--- src/rtl/hoplite_node_interface.sv ---
// Hoplite NoC node interface: field-register TX packet assembly and an RX FIFO read as header/element words.
// Optional drop counter enabled by defining HOPLITE_NI_DROP_COUNT_EN.
module hoplite_node_interface #(
    parameter int COORD_BITS           = 1,
    parameter int MULTICAST_GROUP_BITS = 1,
    parameter int MATRIX_TYPE_BITS     = 1,
    parameter int MATRIX_COORD_BITS    = 8,
    parameter int MATRIX_ELEMENT_BITS  = 32,
    parameter int FIFO_DEPTH           = 4,
    localparam int PACKET_BITS = 2*COORD_BITS + MULTICAST_GROUP_BITS + 2 + MATRIX_TYPE_BITS
                                 + 2*MATRIX_COORD_BITS + MATRIX_ELEMENT_BITS
) (
    input  logic                            clk,
    input  logic                            reset,
    input  logic [COORD_BITS-1:0]           x_coord_out,
    input  logic                            x_coord_out_valid,
    input  logic [COORD_BITS-1:0]           y_coord_out,
    input  logic                            y_coord_out_valid,
    input  logic [MULTICAST_GROUP_BITS-1:0] multicast_group_out,
    input  logic                            multicast_group_out_valid,
    input  logic                            done_flag_out,
    input  logic                            done_flag_out_valid,
    input  logic                            result_flag_out,
    input  logic                            result_flag_out_valid,
    input  logic [MATRIX_TYPE_BITS-1:0]     matrix_type_out,
    input  logic                            matrix_type_out_valid,
    input  logic [MATRIX_COORD_BITS-1:0]    matrix_x_coord_out,
    input  logic                            matrix_x_coord_out_valid,
    input  logic [MATRIX_COORD_BITS-1:0]    matrix_y_coord_out,
    input  logic                            matrix_y_coord_out_valid,
    input  logic [MATRIX_ELEMENT_BITS-1:0]  matrix_element_out,
    input  logic                            matrix_element_out_valid,
    input  logic                            packet_complete_out,
    output logic                            message_out_ready,
    output logic [31:0]                     message_in,
    output logic                            message_in_valid,
    output logic                            message_in_available,
    input  logic                            message_in_read,
    output logic [PACKET_BITS-1:0]          packet_out,
    output logic                            packet_out_valid,
    input  logic                            packet_out_ready,
    input  logic [PACKET_BITS-1:0]          packet_in,
    input  logic                            packet_in_valid,
    output logic [15:0]                     drop_count
);

    localparam int MY_LSB = MATRIX_ELEMENT_BITS;
    localparam int MX_LSB = MY_LSB + MATRIX_COORD_BITS;
    localparam int TY_LSB = MX_LSB + MATRIX_COORD_BITS;
    localparam int RS_LSB = TY_LSB + MATRIX_TYPE_BITS;
    localparam int DN_LSB = RS_LSB + 1;
    localparam int PTR_W  = $clog2(FIFO_DEPTH);
    localparam int CNT_W  = PTR_W + 1;

    typedef enum logic {HEADER, ELEMENT} rd_state_e;

    logic [COORD_BITS-1:0]           x_q, y_q;
    logic [MULTICAST_GROUP_BITS-1:0] mg_q;
    logic                            done_q, result_q;
    logic [MATRIX_TYPE_BITS-1:0]     type_q;
    logic [MATRIX_COORD_BITS-1:0]    mx_q, my_q;
    logic [MATRIX_ELEMENT_BITS-1:0]  el_q;
    logic [PACKET_BITS-1:0]          pkt_q;
    logic                            pkt_vld_q;

    always_ff @(posedge clk) begin
        if (reset) begin
            x_q       <= '0;
            y_q       <= '0;
            mg_q      <= '0;
            done_q    <= 1'b0;
            result_q  <= 1'b0;
            type_q    <= '0;
            mx_q      <= '0;
            my_q      <= '0;
            el_q      <= '0;
            pkt_q     <= '0;
            pkt_vld_q <= 1'b0;
        end else begin
            if (x_coord_out_valid)         x_q      <= x_coord_out;
            if (y_coord_out_valid)         y_q      <= y_coord_out;
            if (multicast_group_out_valid) mg_q     <= multicast_group_out;
            if (done_flag_out_valid)       done_q   <= done_flag_out;
            if (result_flag_out_valid)     result_q <= result_flag_out;
            if (matrix_type_out_valid)     type_q   <= matrix_type_out;
            if (matrix_x_coord_out_valid)  mx_q     <= matrix_x_coord_out;
            if (matrix_y_coord_out_valid)  my_q     <= matrix_y_coord_out;
            if (matrix_element_out_valid)  el_q     <= matrix_element_out;
            // A send request is only honoured when the slot was already empty before this edge.
            if (pkt_vld_q && packet_out_ready) begin
                pkt_vld_q <= 1'b0;
            end else if (!pkt_vld_q && packet_complete_out) begin
                pkt_q     <= {x_q, y_q, mg_q, done_q, result_q, type_q, mx_q, my_q, el_q};
                pkt_vld_q <= 1'b1;
            end
        end
    end

    assign packet_out        = pkt_q;
    assign packet_out_valid  = pkt_vld_q;
    assign message_out_ready = !pkt_vld_q;

    logic [PACKET_BITS-1:0] mem_q [FIFO_DEPTH];
    logic [PTR_W-1:0]       wr_ptr_q, rd_ptr_q;
    logic [CNT_W-1:0]       count_q;
    rd_state_e              state_q, state_d;
    logic                   empty, full, push, pop;

    assign empty = (count_q == '0);
    assign full  = (count_q == CNT_W'(FIFO_DEPTH));
    assign push  = packet_in_valid && !full;

    always_ff @(posedge clk) begin
        if (push) mem_q[wr_ptr_q] <= packet_in;
    end

    always_ff @(posedge clk) begin
        if (reset) begin
            wr_ptr_q <= '0;
            rd_ptr_q <= '0;
            count_q  <= '0;
            state_q  <= HEADER;
        end else begin
            wr_ptr_q <= wr_ptr_q + PTR_W'(push);
            rd_ptr_q <= rd_ptr_q + PTR_W'(pop);
            count_q  <= count_q + CNT_W'(push) - CNT_W'(pop);
            state_q  <= state_d;
        end
    end

    always_comb begin
        state_d = state_q;
        pop     = 1'b0;
        case (state_q)
            HEADER:  if (message_in_read && !empty) state_d = ELEMENT;
            ELEMENT: if (message_in_read && !empty) begin
                state_d = HEADER;
                pop     = 1'b1;
            end
            default: state_d = HEADER;
        endcase
    end

    logic [PACKET_BITS-1:0] head;
    logic [7:0]             mx_w, my_w, type_w;
    logic [31:0]            el_w;
    logic                   unused_head;

    assign head        = mem_q[rd_ptr_q];
    assign unused_head = ^head[PACKET_BITS-1:DN_LSB+1];

    always_comb begin
        mx_w   = '0;
        my_w   = '0;
        type_w = '0;
        el_w   = '0;
        mx_w[MATRIX_COORD_BITS-1:0]   = head[MX_LSB +: MATRIX_COORD_BITS];
        my_w[MATRIX_COORD_BITS-1:0]   = head[MY_LSB +: MATRIX_COORD_BITS];
        type_w[MATRIX_TYPE_BITS-1:0]  = head[TY_LSB +: MATRIX_TYPE_BITS];
        el_w[MATRIX_ELEMENT_BITS-1:0] = head[MATRIX_ELEMENT_BITS-1:0];
        message_in = '0;
        if (!empty) begin
            if (state_q == HEADER) message_in = {6'b0, head[DN_LSB], head[RS_LSB], type_w, my_w, mx_w};
            else                   message_in = el_w;
        end
    end

    assign message_in_valid     = !empty;
    assign message_in_available = !empty && (state_q == HEADER);

`ifdef HOPLITE_NI_DROP_COUNT_EN
    logic [15:0] drop_q;

    always_ff @(posedge clk) begin
        if (reset) begin
            drop_q <= '0;
        end else if (packet_in_valid && full && drop_q != 16'hFFFF) begin
            drop_q <= drop_q + 16'd1;
        end
    end

    assign drop_count = drop_q;
`else
    assign drop_count = '0;
`endif

endmodule

--- config.mk ---
export PLATFORM = sky130hd
export DESIGN_NAME = hoplite_node_interface
export DESIGN_NICKNAME = d
export VERILOG_FILES = /design/src/rtl/hoplite_node_interface.sv
export SDC_FILE = /design/constraint.sdc
export NUM_CORES = 1
export LEC_CHECK = 0
export ABC_AREA = 1
export BUFFER_PORTS_ARGS = -buffer_cell sky130_fd_sc_hd__buf_2
export CAP_MARGIN = 15
export CORE_ASPECT_RATIO = 1.75
export CORE_UTILIZATION = 50
export DETAILED_ROUTE_END_ITERATION = 6
export PLACE_DENSITY = 0.72
export RECOVER_POWER = 25
export SYNTH_ARGS = -nofsm -noshare
export SYNTH_HDL_FRONTEND = slang
export SYNTH_SLANG_ARGS = --single-unit
--- constraint.sdc ---
create_clock -name clk -period 4.6 [get_ports clk]
set_input_delay 0.23 -clock clk [delete_from_list [all_inputs] [get_ports clk]]
set_output_delay 0.23 -clock clk [all_outputs]
set_load 0.005 [all_outputs]
Word level (Yosys, flattened, before mapping)
Memory sizes are Yosys's and may differ from the RTL's. A register that Yosys moved wholly into a read port is not among the register bits. Index checks and enable logic that the tools add are counted.

Memory bits (writable): 216. Bits of input ports: 123. Memories: 1. Output and inout port bits: 106. Register bits: 117.

Bitwise gates (word level): 2. Reduce and logical (&&, ||, !) cells: 11. Add/subtract/negate cells: 4. Multiplexer cells: 9. Eq/ne operators: 1.

Memories: mem_q (depth 4, bits a word 54, read ports 1, clocked after Yosys merged registers in 1, write ports 1, line 103) `logic [PACKET_BITS-1:0] mem_q [FIFO_DEPTH];`.

Operator list (count): 2-to-1 mux 32 bit (2); logical AND 1 bit (5); 2-to-1 mux 1 bit (5); adder 2 x 1 -> 2 bit (2); adder 3 x 1 -> 3 bit (1); == test 3 bit (second input constant) (1); zero test 1 bit (3); zero test 3 bit (1); subtractor 3 x 1 -> 3 bit (1); 2-to-1 mux 2 bit (1); NOT 1 bit (2); one-hot mux 1 bit (2 select lines) (1); AND reduction 2 bit (1); OR reduction 2 bit (1).

Longest topological paths before layout
Gate-level depths: netlist of run 1.

Word-level depth: 7. Mapped depth: 11. Depth with buffers taken out: 11.

Worst setup path after synthesis of run 1
Ideal clock, no wire load.

Kind: flip-flop to flip-flop. Start: reg count_q[1]. End: mem mem_q[0][0] in the netlist's numbering, enable pin. Slack: -0.036 ns. Stages on the path, launching flop included: 5. Required time: 4.077 ns. Arrival time: 4.113 ns. Buffers on the path: 0. Setup time: 0.523 ns. Cell sequence: dfxtp_1 > inv_1 > nand3_1 > nand2_1 > nor3_1.

Word-level cells in the longest chain between the ends: 5.

Ends and longest elaborated chain: start: declaration (line 105) `logic [CNT_W-1:0] count_q;`; start signal: assignment (line 126) `count_q <= count_q + CNT_W'(push) - CNT_W'(pop);`; == test 3 bit (line 110) `assign full = (count_q == CNT_W'(FIFO_DEPTH));`; zero test 1 bit (line 111) `assign push = packet_in_valid && !full;`; logical AND 1 bit (line 111); 2-to-1 mux 1 bit (line 114) `if (push) mem_q[wr_ptr_q] <= packet_in;`; 2-to-1 mux 1 bit (not written as such) (line 114); end: declaration (line 103).

Every way passes these cells.

==> run metrics, run 1 <==
Reg2Reg Launch Point count_q[1]; R2R Path End mem_q[0][33]; most frequent cells in the layout 356 x nand2_1, 216 x nor2_1, 204 x edfxtp_1, 173 x inv_1, 170 x buf_2; Synth cell types 23; Worst Hold Path Cells 3; fin crit share 60.1%; NumNets Final 1799; Place WS 2.43 ns; unrepaired setup endpoints after global routing false; WL per Instance 15.6 µm; min cycle time layout 2.76 ns; Worst Clk Skew 0.0154 ns; Via Count 10056; gr ovfl total 0; DR iter-0 viols 658; final worst slack 1.84 ns; setup slack, reg-to-reg 2.45 ns; hold path start matrix_x_coord_out_valid; initial antenna violation count 1; kind of critical path flip-flop to output pin; Peak Freq 362 MHz; synthesized flop and latch total 321; DIE AREA 26600 µm²; Post-CTS Resized 0; max-cap viol count 0; FILL cells 2030; global-route wire length before repair 49200 µm; clock slew at reported path FFs 0.07 ns; Layout area overhead 23.9%; Syn Area/Cell 9.41 µm²; yosys warns 0; Pre-Repair DR Iteration Count 5; Final HPWL DP 18200 µm; worst hold path type input pin to flip-flop; Die X 124 µm; sequential area share after synthesis 65.3%; Worst EP required 4.37 ns; Die Y 215 µm; LEAKAGE 7.31 nW; CTS buffer count 28; Critical Path AT 2.53 ns; hold endpoint mx_q[2]; CTS Buffer Depth 3; top routing layer used met4; met2 WL 16600 µm; final estimated routing congestion in global placement 0.770; outcome finished clean; worst-path fanout max 104; IO Pins 229; minimum hold slack 0.0596 ns; GR Util All Layers 23.8%; pwr dens 446 nW/µm²; WL met3 2310 µm; VDD IR max 0.354 mV; vias in the first global route 10114; Total Wirelength 31300 µm; Fin Setup TNS 0 ns; Critical Path Source Type flip-flop; CTS root buf clkbuf_16; R2R depth 5; Starting Density 51.2%; pin count of the biggest net entering global routing 105; # port buffers 209; Routed Antenna Nets 0; relative slew slack 22.2%; total number of clock tree sinks 321; H-Tree Depth 1; Skew-Pair Late Insertion Delay 0.55 ns; Synth Instances 1377; FP Rows 77; PnR Total Power 0.00717 W; Mapped Area 13000 µm²; DRC Markers 0; fin. max-slew vios 0; vias per cell 5.00; Worst-Margin Slew 1.17 ns; WL met1 11300 µm; CTS tree yes; final setup violating endpoints 0; Core Region 25300 µm²; most common cell after layout, fill and taps aside nand2_1; CP Capture Type output pin; layout cells sized above 1 13.6%; final hold vios 0
-- per-layer routing --
| layer | up-vias | global-route usage (%) |
|---|---|---|
| met4 | 0 | 10.8 |
| met1 | 4700 | 24.6 |
| met5 | - | 0 |
| li1 | 4895 | - |
| met2 | 397 | 44.3 |
| met3 | 64 | 4.99 |
-- timing repair --
item                                   4_1_cts  5_1_grt
buffers inserted                             0        0
endpoints found under the hold margin      264        0
hold buffers                               112        0
-- power breakdown --
part           total [W]  internal, W  leakage [nW]  switching (W)
clock network    0.00223      0.00124         0.413       0.000995
registers        0.00348      0.00338          2.84      0.0000954
logic            0.00146     0.000523          4.06       0.000933
total            0.00717      0.00514          7.31        0.00202
-- critical path, cell delays in order (launching register included) --
cell and delay [ns]:
dfxtp_4 0.35, buf_4 0.88, nand2_1 0.17, nand3_1 0.14
nand2_1 0.14, nand2_1 0.09, nand2_1 0.06, buf_2 0.12
-- per-stage QoR --
| step | cells | util [%] | cell area (µm²) |
|---|---|---|---|
| 2_1_floorplan | 1392 | - | 13000 |
| 3_3_place_gp | 1845 | 55.7 | 14100 |
| 3_5_place_dp | 1845 | 55.7 | 14100 |
| 4_1_cts | 2009 | 63.5 | 16100 |
| 5_1_grt | 2010 | 63.4 | 16100 |
| 6_report | 2010 | 63.4 | 16100 |
-- final cells by class --
type / instances / area, µm² / area share, %
Tap cell: 316 / 395 / 2.46
Multi-Input combinational cell: 811 / 3410 / 21.2
Antenna cell: 1 / 2.50 / 0.0156
Timing Repair Buffer: 331 / 2240 / 14.0
Sequential cell: 321 / 8470 / 52.8
Clock buffer: 44 / 792 / 4.93
Inverter: 178 / 671 / 4.18
Clock inverter: 8 / 68.8 / 0.429
-- cell usage after synthesis, drive strengths merged --
master    n  area [µm²]
fa        1        20.0
a21oi    20         100
edfxtp  204        6130
buf      60         405
clkbuf   22        85.1
nand3    77         385
ha        4        50.1
conb      1        3.75
nor2    216         811
o21a      1        7.51
nor3      4        20.0
nand2   359        1360
inv     178         671
xnor2     4        35.0
dfxtp   117        2340
o21ai   109         546
-- sequential cells by signal, summed over array words and instances, names as in the netlist --
register and cells:
x_q 1, mx_q 8, el_q 32, y_q 1, wr_ptr_q 2, count_q 3
rd_ptr_q 2, packet_out 54, result_q 1, state_q 1, type_q 1, done_q 1
my_q 8, packet_out_valid 1, mg_q 1, mem_q 204
-- worst max path at each step --
| stage | from | to | slack [ns] |
|---|---|---|---|
| 3_5_place_dp | rd_ptr_q[0] | message_in[6] | 2.43 |
| 4_1_cts | rd_ptr_q[0] | message_in[9] | 1.79 |
| 3_3_place_gp | rd_ptr_q[1] | message_in[28] | 2.46 |
| 6_report | rd_ptr_q[0] | message_in[9] | 1.84 |
| 5_1_grt | rd_ptr_q[0] | message_in[6] | 1.65 |
| 2_1_floorplan | count_q[1] | mem_q[0][0] | -0.04 |
-- cell families after synthesis --
| group | after synthesis | synth area share [%] |
|---|---|---|
| AO/OA/AOI/OAI | 130 | 5.04 |
| other | 1 | 0.0289 |
| flip-flops | 321 | 65.3 |
| adder cells (fa/ha/maj) | 5 | 0.541 |
| XOR/XNOR | 4 | 0.270 |
| AND/OR/NAND/NOR | 656 | 19.8 |
| buffers and inverters | 260 | 8.96 |
Power figures use the tool's default switching activity.
==> run 2, diff against run 1 <==
--- a/config.mk
+++ b/config.mk
@@ -5,13 +5,13 @@
 export SDC_FILE = /design/constraint.sdc
 export NUM_CORES = 1
 export LEC_CHECK = 0
-export ABC_AREA = 1
+export ABC_AREA = 0
 export BUFFER_PORTS_ARGS = -buffer_cell sky130_fd_sc_hd__buf_2
 export CAP_MARGIN = 15
 export CORE_ASPECT_RATIO = 1.75
-export CORE_UTILIZATION = 50
+export CORE_UTILIZATION = 55
 export DETAILED_ROUTE_END_ITERATION = 6
-export PLACE_DENSITY = 0.72
+export PLACE_DENSITY = 0.76
 export RECOVER_POWER = 25
 export SYNTH_ARGS = -nofsm -noshare
 export SYNTH_HDL_FRONTEND = slang
==> constraint.sdc (replaced) <==
create_clock -name clk -period 2.6 [get_ports clk]
set_input_delay 0.13 -clock clk [delete_from_list [all_inputs] [get_ports clk]]
set_output_delay 0.13 -clock clk [all_outputs]
set_load 0.005 [all_outputs]
==> run 2 against run 1 <==
- via count shrank 26%
- combinational power grew 45%
- flip-flop and latch count is the same
- register-to-register slack lost 2.2 ns
- clock-buffer cell count shrank 12
- utilization grew 9.0 points
- sequential share of layout area grew 2.9 points
- non-clock buffer count grew 11
- worst hold slack lost 0.029 ns
- setup slack lost 1.7 ns
- critical endpoint is now message_in[2]
==> run metrics, run 2 <==
layout cells sized above 1 26.0%; final worst slack 0.155 ns; relative slew slack 26.9%; # placed instances 1208; NumNets Final 1228; yosys warns 0; Biggest register mem_q; ys async rst share 0%; Synth Instances 779; Yosys top cell area share 51.5%; Mapped Area 11900 µm²; Post-synth EDFFs 204; min cycle time layout 2.44 ns; vias per cell 5.39; gr ovfl total 0; Peak Freq 409 MHz; DRC Markers 0; Final Non-Filler Cells 1373; Core Region 21000 µm²; PnR Total Power 0.0122 W; CTS Buffer Depth 3; final hold vios 0; Worst EP required 2.47 ns; initial antenna violation count 1; Die Y 197 µm; pwr dens 800 nW/µm²; final estimated routing congestion in global placement 0.718; clock slew at reported path FFs 0.07 ns; Synth cell types 28; sequential area share after synthesis 71.2%; Skew-Pair Late Insertion Delay 0.53 ns; worst hold path type input pin to flip-flop; Layout area overhead 27.9%; CTS root buf clkbuf_16; minimum hold slack 0.0306 ns; FP Rows 70; max FFs per register 204; CP Capture Type output pin; Via Count 7407; Synth top cells by count 204 x edfxtp_1, 117 x dfxtp_1, 110 x nand2_1, 58 x nor2_1, 55 x a21oi_1; unrepaired setup endpoints after global routing false; GR Util All Layers 23.1%; antenna diode count 0; top_reg_cell synth edfxtp_1; DIE AREA 22200 µm²; Fin Setup TNS 0 ns; outcome finished clean; pin count of the biggest net entering global routing 64; global-route wire length before repair 39600 µm; Syn Area/Cell 15.3 µm²; Starting Density 56.6%; Total Wirelength 25500 µm; Pre-Repair DR Iteration Count 4; fin crit share 94.0%; LEAKAGE 5.81 nW; Critical Path Source Type flip-flop; VDD IR max 0.692 mV; kind of critical path flip-flop to output pin; top cells by area, synth edfxtp_1 52%, dfxtp_1 20%, mux4_2 9.7%; final setup violating endpoints 0; # port buffers 209; top cell type by total area after synthesis edfxtp_1; DR iter-0 viols 514; max-cap viol count 0; H-Tree Depth 1; Place WS 0.212 ns; CTS buffer count 28; fin. max-slew vios 0; Final HPWL DP 14500 µm; worst-path fanout max 20; total number of clock tree sinks 321; most common cell after layout, fill and taps aside edfxtp_1; Worst-Margin Slew 1.09 ns; most frequent cells in the layout 204 x edfxtp_1, 169 x buf_2, 115 x dfxtp_1, 114 x dlygate4sd3_1, 110 x nand2_1; synthesized flop and latch total 321; WL per Instance 18.6 µm; Routed Antenna Nets 0; Die X 113 µm; most frequent cell after synthesis edfxtp_1; IO Pins 229; CTS tree yes; Worst Clk Skew 0.00596 ns; Critical Path AT 2.31 ns; vias in the first global route 7763
run 2: cell families after synthesis:
family | Yosys count | share of synthesized area (%)
other cells | 1 | 0.0315
fa+ha+maj | 5 | 0.589
mux | 105 | 14.2
flops | 321 | 71.2
compound gates | 75 | 3.78
simple gates | 196 | 6.81
xor+xnor | 6 | 0.442
buf+inv | 70 | 2.95
run 2: worst paths after layout:
path                                          startpoint             to  slack, ns  cells after the start
worst min register to register             packet_out[1]  packet_out[1]       0.45                      2
worst max register to register                count_q[1]   mem_q[0][44]       0.22                      3
worst max-delay path                         rd_ptr_q[0]  message_in[2]       0.16                      4
worst min-delay path            matrix_y_coord_out_valid        my_q[1]       0.03                      3
run 2: final cells by class:
| type | count | area (µm²) |
|---|---|---|
| fill | 1352 | 5810 |
| clock inverter | 19 | 150 |
| clock buffer | 32 | 737 |
| inverter | 4 | 15.0 |
| timing repair buffer | 342 | 2330 |
| multi-input combinational | 403 | 3180 |
| tap | 252 | 315 |
| sequential | 321 | 8470 |
run 2: metal layers:
layer	track usage, %	part of all wire (%)	up-vias	wire length, µm
li1	-	-	3468	-
met3	4.03	5.7	53	1450
met2	43.7	55	243	14000
met4	7.99	2.4	2	617
met1	25.8	37	3641	9450
met5	0	0.051	-	13
run 2: where the power goes:
group / switching (W) / internal, W
combinational: 0.00110 / 0.00102
clock: 0.00174 / 0.00223
sequential: 0.000171 / 0.00591
run 2: worst max-delay path, cell delays in order, from the launching register on:
cell and delay [ns]:
dfxtp_4 0.57, buf_12 0.25, mux4_2 0.55, a22o_1 0.27, buf_2 0.13
run 2: metrics by stage:
stage,instance area (µm²),utilization (%)
finish,15200,72.3
CTS,15300,72.6
floorplan,12000,-
global route,15200,72.3
global placement,13200,62.9
detailed placement,13200,62.9
run 2: timing repair:
item,CTS,global route
setup buffers,0,0
endpoints found under the hold margin,259,0
gates resized for setup,1,0
setup endpoints to repair,2,0
hold buffers,114,0
==> run 3, diff against run 2 <==
--- a/config.mk
+++ b/config.mk
@@ -7,12 +7,11 @@
 export LEC_CHECK = 0
 export ABC_AREA = 0
 export BUFFER_PORTS_ARGS = -buffer_cell sky130_fd_sc_hd__buf_2
-export CAP_MARGIN = 15
+export CAP_MARGIN = 20
 export CORE_ASPECT_RATIO = 1.75
 export CORE_UTILIZATION = 55
 export DETAILED_ROUTE_END_ITERATION = 6
 export PLACE_DENSITY = 0.76
-export RECOVER_POWER = 25
 export SYNTH_ARGS = -nofsm -noshare
 export SYNTH_HDL_FRONTEND = slang
 export SYNTH_SLANG_ARGS = --single-unit
==> run 3 against run 2 <==
- critical path depth unchanged
- non-clock buffer count up 1
- highest routed layer unchanged
- global-route usage unchanged
- design area up 0.52%
- via count down 0.12%
==> run metrics, run 3 (synthesized netlist as in run 2, its figures left out) <==
Critical Path AT 2.32 ns; Via Count 7398; most frequent cells in the layout 208 x buf_2, 204 x edfxtp_1, 115 x dfxtp_1, 114 x dlygate4sd3_1, 110 x nand2_1; # port buffers 209; clock slew at reported path FFs 0.07 ns; outcome finished clean; Reg power frac 49.9%; Reg area 8470 µm²; final hold vios 0; VDD IR max 0.691 mV; Pre-Repair DR Iteration Count 7; layout cells sized above 1 29.6%; ordered cell list for the critical path buf_12 > mux4_2 > a22o_1 > buf_2; Biggest register mem_q; most common cell after layout, fill and taps aside buf_2; PnR Total Power 0.0122 W; final estimated routing congestion in global placement 0.718; Final HPWL DP 14500 µm; CTS root buf clkbuf_16; pin count of the biggest net entering global routing 64; Starting Density 56.6%; hold path start matrix_y_coord_out_valid; Peak Freq 408 MHz; FP Rows 70; worst hold path type input pin to flip-flop; Reg2Reg Launch Point count_q[2]; H-Tree Depth 1; LEAKAGE 5.93 nW; DR iter-0 viols 480; IO Pins 229; Worst Clk Skew 0.00637 ns; WL per Instance 18.6 µm; DIE AREA 22200 µm²; Die X 113 µm; pwr dens 798 nW/µm²; Clk pwr share 32.5%; FILL cells 1323; total number of clock tree sinks 321; multi-input combinational cell area 3180 µm²; P_sw 0.00301 W; min cycle time layout 2.45 ns; DRC Markers 0; Worst Path Buf+Inv 2; fin crit share 94.2%; NumNets Final 1229; Crit path max-delay family flip-flops; initial antenna violation count 1; CP peak stage delay 0.58 ns; kind of critical path flip-flop to output pin; Critical Path Source Type flip-flop; relative slew slack 57.4%; Routed Antenna Nets 0; Core Region 21000 µm²; CTS tree yes; global-route wire length before repair 39600 µm; vias per cell 5.38; CTS buffer count 28; gr ovfl total 0; Die Y 197 µm; Skew-Pair Late Insertion Delay 0.53 ns; Worst EP required 2.47 ns; vias in the first global route 7763; switching share of power 24.7%; GR Util All Layers 23.1%; max FFs per register 204; CP Capture Type output pin; CTS Buffer Depth 3; Worst-Margin Slew 0.638 ns; minimum hold slack 0.0324 ns; max-cap viol count 0; CP startpoint rd_ptr_q[0]; worst-path fanout max 20; Total Wirelength 25500 µm; combinational share of power 17.7%; unrepaired setup endpoints after global routing false; fin. max-slew vios 0; final setup violating endpoints 0; Max stage delay cell, worst path dfxtp_4; design internal power 0.00919 W; Layout area overhead 28.5%
[run 3: changes by cell type in the layout (fill, tap and decap cells not counted), sizes merged]
cell / change
buf: +40
clkbuf: -39
diode: +1
[run 3: final timing paths]
check / slack [ns] / cells past startpoint / endpoint
worst max-delay path: 0.15 / 4 / message_in[2]
worst min-delay path: 0.03 / 3 / my_q[1]
worst max register to register: 0.25 / 9 / count_q[2]
worst min register to register: 0.45 / 2 / packet_out[30]
[run 3: through the flow]
| step | cell area, µm² | setup TNS (ns) | cells | worst slack [ns] | util, % |
|---|---|---|---|---|---|
| detailed placement | 13200 | 0 | 1208 | 0.212 | 62.9 |
| global placement | 13200 | 0 | 1208 | 0.224 | 62.9 |
| global route | 15300 | 0 | 1374 | 0.0544 | 72.7 |
| CTS | 15300 | 0 | 1373 | 0.0894 | 72.6 |
| finish | 15300 | 0 | 1375 | 0.150 | 72.7 |
| floorplan | 12000 | -3.34 | 794 | -0.0655 | - |
[run 3: worst min-delay path, delay by kind of cell]
family                 cells  cell delay, ns
multiplexers               1            0.14
buffers and inverters      1            0.18
AND/OR/NAND/NOR            1            0.07
[run 3: per-layer routing]
layer	vias up	global-route usage [%]	routed length (µm)
li1	3472	-	-
met1	3614	25.8	9360
met2	260	43.7	14100
met3	50	4.03	1530
met4	2	7.99	582
met5	-	0	13
[run 3: final cells by class]
class	count	area share, %
antenna	1	0.0164
clock buffer	32	4.82
clock inverter	19	0.982
inverter	4	0.0982
multi-input combinational	403	20.8
sequential	321	55.4
tap	252	2.06
timing repair buffer	343	15.8
[run 3: power groups by stage]
stage | Sequential, W | Combinational, W | Clock (W)
after global placement | 0.00616 | 0.00195 | 0
after detailed placement | 0.00619 | 0.00197 | 0
after global routing | 0.00612 | 0.00234 | 0.00423
final | 0.00608 | 0.00215 | 0.00396
after floorplan | 0.00614 | 0.00120 | 0
after CTS | 0.00608 | 0.00215 | 0.00404
[run 3: what timing repair did]
item,CTS,global route
gates resized for setup,1,0
setup endpoints to repair,2,0
hold endpoints to repair,259,0
hold buffers,114,0
buffers inserted,0,0
